--- config.mk ---
export PLATFORM = sky130hd
export DESIGN_NAME = prog_loader
export DESIGN_NICKNAME = d
export VERILOG_FILES = /design/src/rtl/prog_loader.sv
export SDC_FILE = /design/constraint.sdc
export NUM_CORES = 1
export LEC_CHECK = 0
export BUFFER_PORTS_ARGS = -buffer_cell sky130_fd_sc_hd__buf_2
export CORE_MARGIN = 3
export CORE_UTILIZATION = 50
export CTS_BUF_LIST = sky130_fd_sc_hd__clkbuf_4 sky130_fd_sc_hd__clkbuf_8
export CTS_CLUSTER_DIAMETER = 60
export DETAILED_ROUTE_END_ITERATION = 10
export PLACE_DENSITY = 0.83
export SLEW_MARGIN = 20
export SYNTH_ARGS = -nofsm -noshare
export SYNTH_HDL_FRONTEND = slang
export SYNTH_SLANG_ARGS = --single-unit
--- constraint.sdc ---
create_clock -name clock -period 2 [get_ports clock]
set_input_delay 0.3 -clock clock [delete_from_list [all_inputs] [get_ports clock]]
set_output_delay 0.3 -clock clock [all_outputs]
set_load 0.005 [all_outputs]
--- src/rtl/prog_loader.sv ---
// Program-mode loader for the SAP RAM: debounced write/wipe buttons drive a
// registered RAM write port; the CPU is held in clear outside run mode.
module prog_loader #(
  parameter int unsigned ADDR_W          = 4,
  parameter int unsigned DATA_W          = 8,
  parameter int unsigned DEBOUNCE_CYCLES = 16
) (
  input  logic              clock,
  input  logic              clear_n,
  input  logic              prog_run,
  input  logic              auto_inc,
  input  logic              botao_write,
  input  logic              botao_wipe,
  input  logic [ADDR_W-1:0] switch_enderecos,
  input  logic [DATA_W-1:0] switch_dados,
  output logic [ADDR_W-1:0] ram_addr,
  output logic [DATA_W-1:0] ram_data,
  output logic              ram_we,
  output logic              cpu_hold,
  output logic              busy,
  output logic [ADDR_W-1:0] addr_count
);

  localparam int unsigned CNT_W = (DEBOUNCE_CYCLES > 2) ? $clog2(DEBOUNCE_CYCLES) : 1;
  localparam logic [CNT_W-1:0]  CNT_LAST   = CNT_W'(DEBOUNCE_CYCLES - 1);
  localparam logic [ADDR_W-1:0] SWEEP_LAST = '1;

  typedef enum logic [2:0] {
    S_RUN,
    S_IDLE,
    S_DEBOUNCE,
    S_WRITE,
    S_WIPE,
    S_RELEASE
  } state_e;

  logic [1:0] run_sync_q;
  logic [1:0] wr_sync_q;
  logic [1:0] wp_sync_q;
  logic       run_s;
  logic       write_s;
  logic       wipe_s;

  state_e              state_q, state_d;
  logic [CNT_W-1:0]    cnt_q, cnt_d;
  logic [ADDR_W-1:0]   sweep_q, sweep_d;
  logic                req_wipe_q, req_wipe_d;
  logic                auto_q, auto_d;
  logic [ADDR_W-1:0]   addr_count_q, addr_count_d;
  logic [ADDR_W-1:0]   ram_addr_q, ram_addr_d;
  logic [DATA_W-1:0]   ram_data_q, ram_data_d;
  logic                ram_we_q, ram_we_d;
  logic                cpu_hold_q, cpu_hold_d;
  logic                busy_q, busy_d;
  logic                req_low;

  // Two-flop synchronizers; reset loads the inactive levels.
  always_ff @(posedge clock) begin
    if (!clear_n) begin
      run_sync_q <= 2'b00;
      wr_sync_q  <= 2'b11;
      wp_sync_q  <= 2'b11;
    end else begin
      run_sync_q <= {run_sync_q[0], prog_run};
      wr_sync_q  <= {wr_sync_q[0], botao_write};
      wp_sync_q  <= {wp_sync_q[0], botao_wipe};
    end
  end

  assign run_s   = run_sync_q[1];
  assign write_s = wr_sync_q[1];
  assign wipe_s  = wp_sync_q[1];

  // State, counters and the registered RAM-port outputs.
  always_ff @(posedge clock) begin
    if (!clear_n) begin
      state_q      <= S_IDLE;
      cnt_q        <= '0;
      sweep_q      <= '0;
      req_wipe_q   <= 1'b0;
      auto_q       <= 1'b0;
      addr_count_q <= '0;
      ram_addr_q   <= '0;
      ram_data_q   <= '0;
      ram_we_q     <= 1'b0;
      cpu_hold_q   <= 1'b1;
      busy_q       <= 1'b0;
    end else begin
      state_q      <= state_d;
      cnt_q        <= cnt_d;
      sweep_q      <= sweep_d;
      req_wipe_q   <= req_wipe_d;
      auto_q       <= auto_d;
      addr_count_q <= addr_count_d;
      ram_addr_q   <= ram_addr_d;
      ram_data_q   <= ram_data_d;
      ram_we_q     <= ram_we_d;
      cpu_hold_q   <= cpu_hold_d;
      busy_q       <= busy_d;
    end
  end

  // Next-state logic; outputs are decoded from the next state so they line up
  // with the state register.
  always_comb begin
    state_d      = state_q;
    cnt_d        = cnt_q;
    sweep_d      = sweep_q;
    req_wipe_d   = req_wipe_q;
    auto_d       = auto_q;
    addr_count_d = addr_count_q;
    req_low      = req_wipe_q ? !wipe_s : !write_s;

    case (state_q)
      S_RUN: begin
        if (!run_s) begin
          state_d = S_IDLE;
        end
      end
      S_IDLE: begin
        if (run_s) begin
          state_d = S_RUN;
        end else if (!write_s || !wipe_s) begin
          state_d    = S_DEBOUNCE;
          cnt_d      = '0;
          req_wipe_d = write_s;
        end
      end
      S_DEBOUNCE: begin
        if (run_s) begin
          state_d = S_RUN;
        end else if (!req_low) begin
          state_d = S_IDLE;
        end else if (cnt_q == CNT_LAST) begin
          if (req_wipe_q) begin
            state_d = S_WIPE;
            sweep_d = '0;
          end else begin
            state_d = S_WRITE;
            auto_d  = auto_inc;
          end
        end else begin
          cnt_d = cnt_q + CNT_W'(1);
        end
      end
      S_WRITE: begin
        state_d = S_RELEASE;
        cnt_d   = '0;
        if (auto_q) begin
          addr_count_d = addr_count_q + ADDR_W'(1);
        end
      end
      S_WIPE: begin
        if (sweep_q == SWEEP_LAST) begin
          state_d      = S_RELEASE;
          cnt_d        = '0;
          addr_count_d = '0;
        end else begin
          sweep_d = sweep_q + ADDR_W'(1);
        end
      end
      S_RELEASE: begin
        if (run_s) begin
          state_d = S_RUN;
        end else if (write_s && wipe_s) begin
          if (cnt_q == CNT_LAST) begin
            state_d = S_IDLE;
          end else begin
            cnt_d = cnt_q + CNT_W'(1);
          end
        end else begin
          cnt_d = '0;
        end
      end
      default: state_d = S_IDLE;
    endcase

    ram_we_d   = 1'b0;
    busy_d     = 1'b0;
    ram_data_d = '0;
    ram_addr_d = addr_count_d;
    cpu_hold_d = (state_d != S_RUN);

    case (state_d)
      S_WRITE: begin
        ram_we_d   = 1'b1;
        busy_d     = 1'b1;
        ram_data_d = switch_dados;
        ram_addr_d = auto_inc ? addr_count_q : switch_enderecos;
      end
      S_WIPE: begin
        ram_we_d   = 1'b1;
        busy_d     = 1'b1;
        ram_addr_d = sweep_d;
      end
      default: ;
    endcase
  end

  assign ram_addr   = ram_addr_q;
  assign ram_data   = ram_data_q;
  assign ram_we     = ram_we_q;
  assign cpu_hold   = cpu_hold_q;
  assign busy       = busy_q;
  assign addr_count = addr_count_q;

endmodule

==> results.yml <==
routing:
  dr_total_vias: 1574
  top_layer_used: "met4"
  dr_wl_met2_um: 1862
  detail-route-antenna-nets: 0
  drtIter0Drc: 75
  via_per_inst: 5.523
  drc: 0
  dr.pass1.iters: 4
  wl_um: 3943
  route.met3.wl_um: 289
  drt-wirelength-per-cell_um: 13.84
  wl_met1_um: 1742
layout:
  final_layout_size_suffix_gt1_frac: 0.3776
  regArea_um2: 747.0
  synthToLayoutAreaGrowth_pct: 23.90
  finalNonFillerCells: 285
  final_nets: 261
  layout_common_cells: "buf_2 (36), dfxtp_1 (32), buf_4 (20), and2_1 (12), nand2_1 (11)"
  multi_input_area_um2: 964.7
  final_common_cell: "buf_2"
  fillers: 277
  num_antenna_cells: 0
timing:
  finClkSkew_ns: 0.005500
  setup_viol: 1
  layout_setup_ws_ns: -0.01239
  fin_crit_ns: 2.012
  period_share: 1.006
  worst_pin_slew_ns: 0.4281
  relSlewSlack: 0.7140
  hold_viol_final: 0
  rsz0062_at_grt: "yes"
  drv_slew: 0
  timing.fmax_ghz: 0.4969
floorplan:
  core_region_area_um2: 3203
  die-area_um2: 4277
  fp.dieW_um: 65.40
  io_pins: 37
  die_h_um: 65.40
  start_util: 0.5508
  rows: 20
power:
  ir_worst_vdd_v: 0.0004767
  power.leakage_nw: 0.9571
  powerDensity_nw_per_um2: 639.7
  p_total_w: 0.001398
synthesis:
  synth-main-ff-cell: "dfxtp_1"
  avgSynthCellArea_um2: 9.384
  muxShareOfSynthArea: 0.04752
  netlist_instances: 188
  ys_seq_area_frac: 0.4199
  synth_edf_count: 0
  synthAdderAreaFrac: 0.02128
  async_flop_share: 0
  synth_warnings: 0
  netlist_area_um2: 1764
  synth_compound_area_frac: 0.1844
  synthSimpleGateAreaFrac: 0.2752
  synth_top_family_by_area: "simple AND/OR/NAND/NOR gates"
  synth_cell_types: 51
  synth.ff_latch_count: 37
  synth.net_count: 209
  synth-xor-area-share: 0
place:
  dp_hpwl_um: 2959
  port_buffers: 36
  dp.cells: 275
  gp_congestion: 0.8556
critical_path:
  critical_path.max_stage_delay_ns: 0.59
  crit_path_end_kind: "flop"
  crit_slowest_cell: "or4b_4"
  critical_path.startpoint_type: "flop"
  cp.required_ns: 2.29
  critPathBufInv: 0
  critPathTopFamily: "simple AND/OR/NAND/NOR gates"
  crit_arrival_ns: 2.31
  worst-path-max-fanout: 7
  path_cells: "or4b_4, or3_4, and3_4, mux2i_4, o221a_2"
  crit_type: "flop to flop"
grt:
  grt_overflow: 0
  grt_pass1_vias: 1495
  grt_start_max_net_pins: 19
  grt.total_usage: 0.1938
  antenna_found_initial: 0
  grt_pass1_wl_um: 6348
clock_network:
  root_buffer: "clkbuf_4"
  clk_latency_ns: 0.34
  cts_sinks: 37
  ctsHtreeMaxLevel: 2
  numCtsBuffers: 5
  clk_pin_slew_worst_paths_ns: 0.10
  clockBufferDepth: 2
  tritoncts: "built"
run:
  maxCapViolations: 0
min_path:
  hold_path.class: "input port to flop"
outcome:
  outcome: "finished with violations"
  violations: "setup timing"
[cells in the mapped netlist, drive strengths merged (4+ instances only)]
cell | number | share of area
nand2b | 7 | 0.025
mux2i | 6 | 0.041
dfxtp | 37 | 0.42
and2 | 12 | 0.043
nor3 | 6 | 0.023
nor2 | 9 | 0.019
o221a | 4 | 0.026
clkbuf | 5 | 0.011
nand2 | 11 | 0.023
o21ai | 8 | 0.023
nand3 | 10 | 0.028
buf | 7 | 0.028
nor2b | 4 | 0.014
inv | 6 | 0.013
a21oi | 6 | 0.017
[power by group]
| group | total (W) | switching (W) | internal (W) |
|---|---|---|---|
| Combinational | 0.000242 | 0.000119 | 0.000124 |
| Clock | 0.000383 | 0.000235 | 0.000147 |
| Sequential | 0.000773 | 0.0000121 | 0.000761 |
[registers in the layout (all words and copies together) (netlist names)]
| register | cells |
|---|---|
| busy | 1 |
| sweep_q | 4 |
| run_sync_q | 2 |
| cnt_q | 4 |
| ram_data | 8 |
| state_q | 3 |
| wp_sync_q | 2 |
| ram_addr | 4 |
| cpu_hold | 1 |
| auto_q | 1 |
| wr_sync_q | 2 |
| req_wipe_q | 1 |
| addr_count | 4 |
[path summary, 6_finish.rpt]
kind / from / to / slack (ns) / cells after the start
worst max-delay path: state_q[2] / ram_addr[0] / -0.01 / 5
worst min-delay path: botao_wipe / wp_sync_q[0] / 0.13 / 2
worst max register to register: state_q[2] / ram_addr[0] / -0.01 / 5
worst min register to register: wr_sync_q[0] / wr_sync_q[1] / 0.41 / 1
[cells by family (layout without fill, tap and decap cells)]
| group | after synthesis | in the layout |
|---|---|---|
| buffers and inverters | 18 | 71 |
| flip-flops | 37 | 37 |
| AND/OR/NAND/NOR | 80 | 80 |
| AO/OA/AOI/OAI | 43 | 43 |
| multiplexers | 7 | 7 |
| adder cells (fa/ha/maj) | 3 | 3 |
[layer usage]
layer	vias up	global-route usage
met5	-	0
met4	0	0.09326
met3	6	0.06325
met2	52	0.3186
met1	713	0.2263
li1	803	-
[worst register-to-register path, delay by kind of cell (launching register included)]
family	cells	cell delay, ns
AND/OR/NAND/NOR	3	1.15
AO/OA/AOI/OAI	1	0.23
multiplexers	1	0.25
flip-flops	1	0.34
[final cells by class]
| cell class | count | area share |
|---|---|---|
| Clock buffer | 6 | 0.02061 |
| Multi-Input combinational cell | 133 | 0.4413 |
| Tap cell | 44 | 0.02519 |
| Clock inverter | 2 | 0.004579 |
| Sequential cell | 37 | 0.3417 |
| Timing Repair Buffer | 57 | 0.1563 |
| Inverter | 6 | 0.01030 |
[what timing repair did]
item	in CTS	in global routing
resized for setup	1	11
hold buffers	0	0
endpoints found under the setup margin	13	11
endpoints found under the hold margin	0	0
pin swaps	0	7
buffers inserted	0	2
[stage by stage]
stage	utilization	hold WS, ns	setup TNS [ns]	setup slack (ns)	cell area (um^2)
4_1_cts	0.6660	0.1255	0	0.009052	2133
5_1_grt	0.6824	0.1183	-0.2456	-0.06531	2186
3_5_place_dp	0.6477	0.3928	-0.3464	-0.03763	2074
6_report	0.6824	0.1313	-0.01239	-0.01239	2186
3_3_place_gp	0.6477	0.3891	-0.003612	-0.002732	2074
2_1_floorplan	-	0.3863	-0.05551	-0.02409	1775
Power figures use the tool's default switching activity.
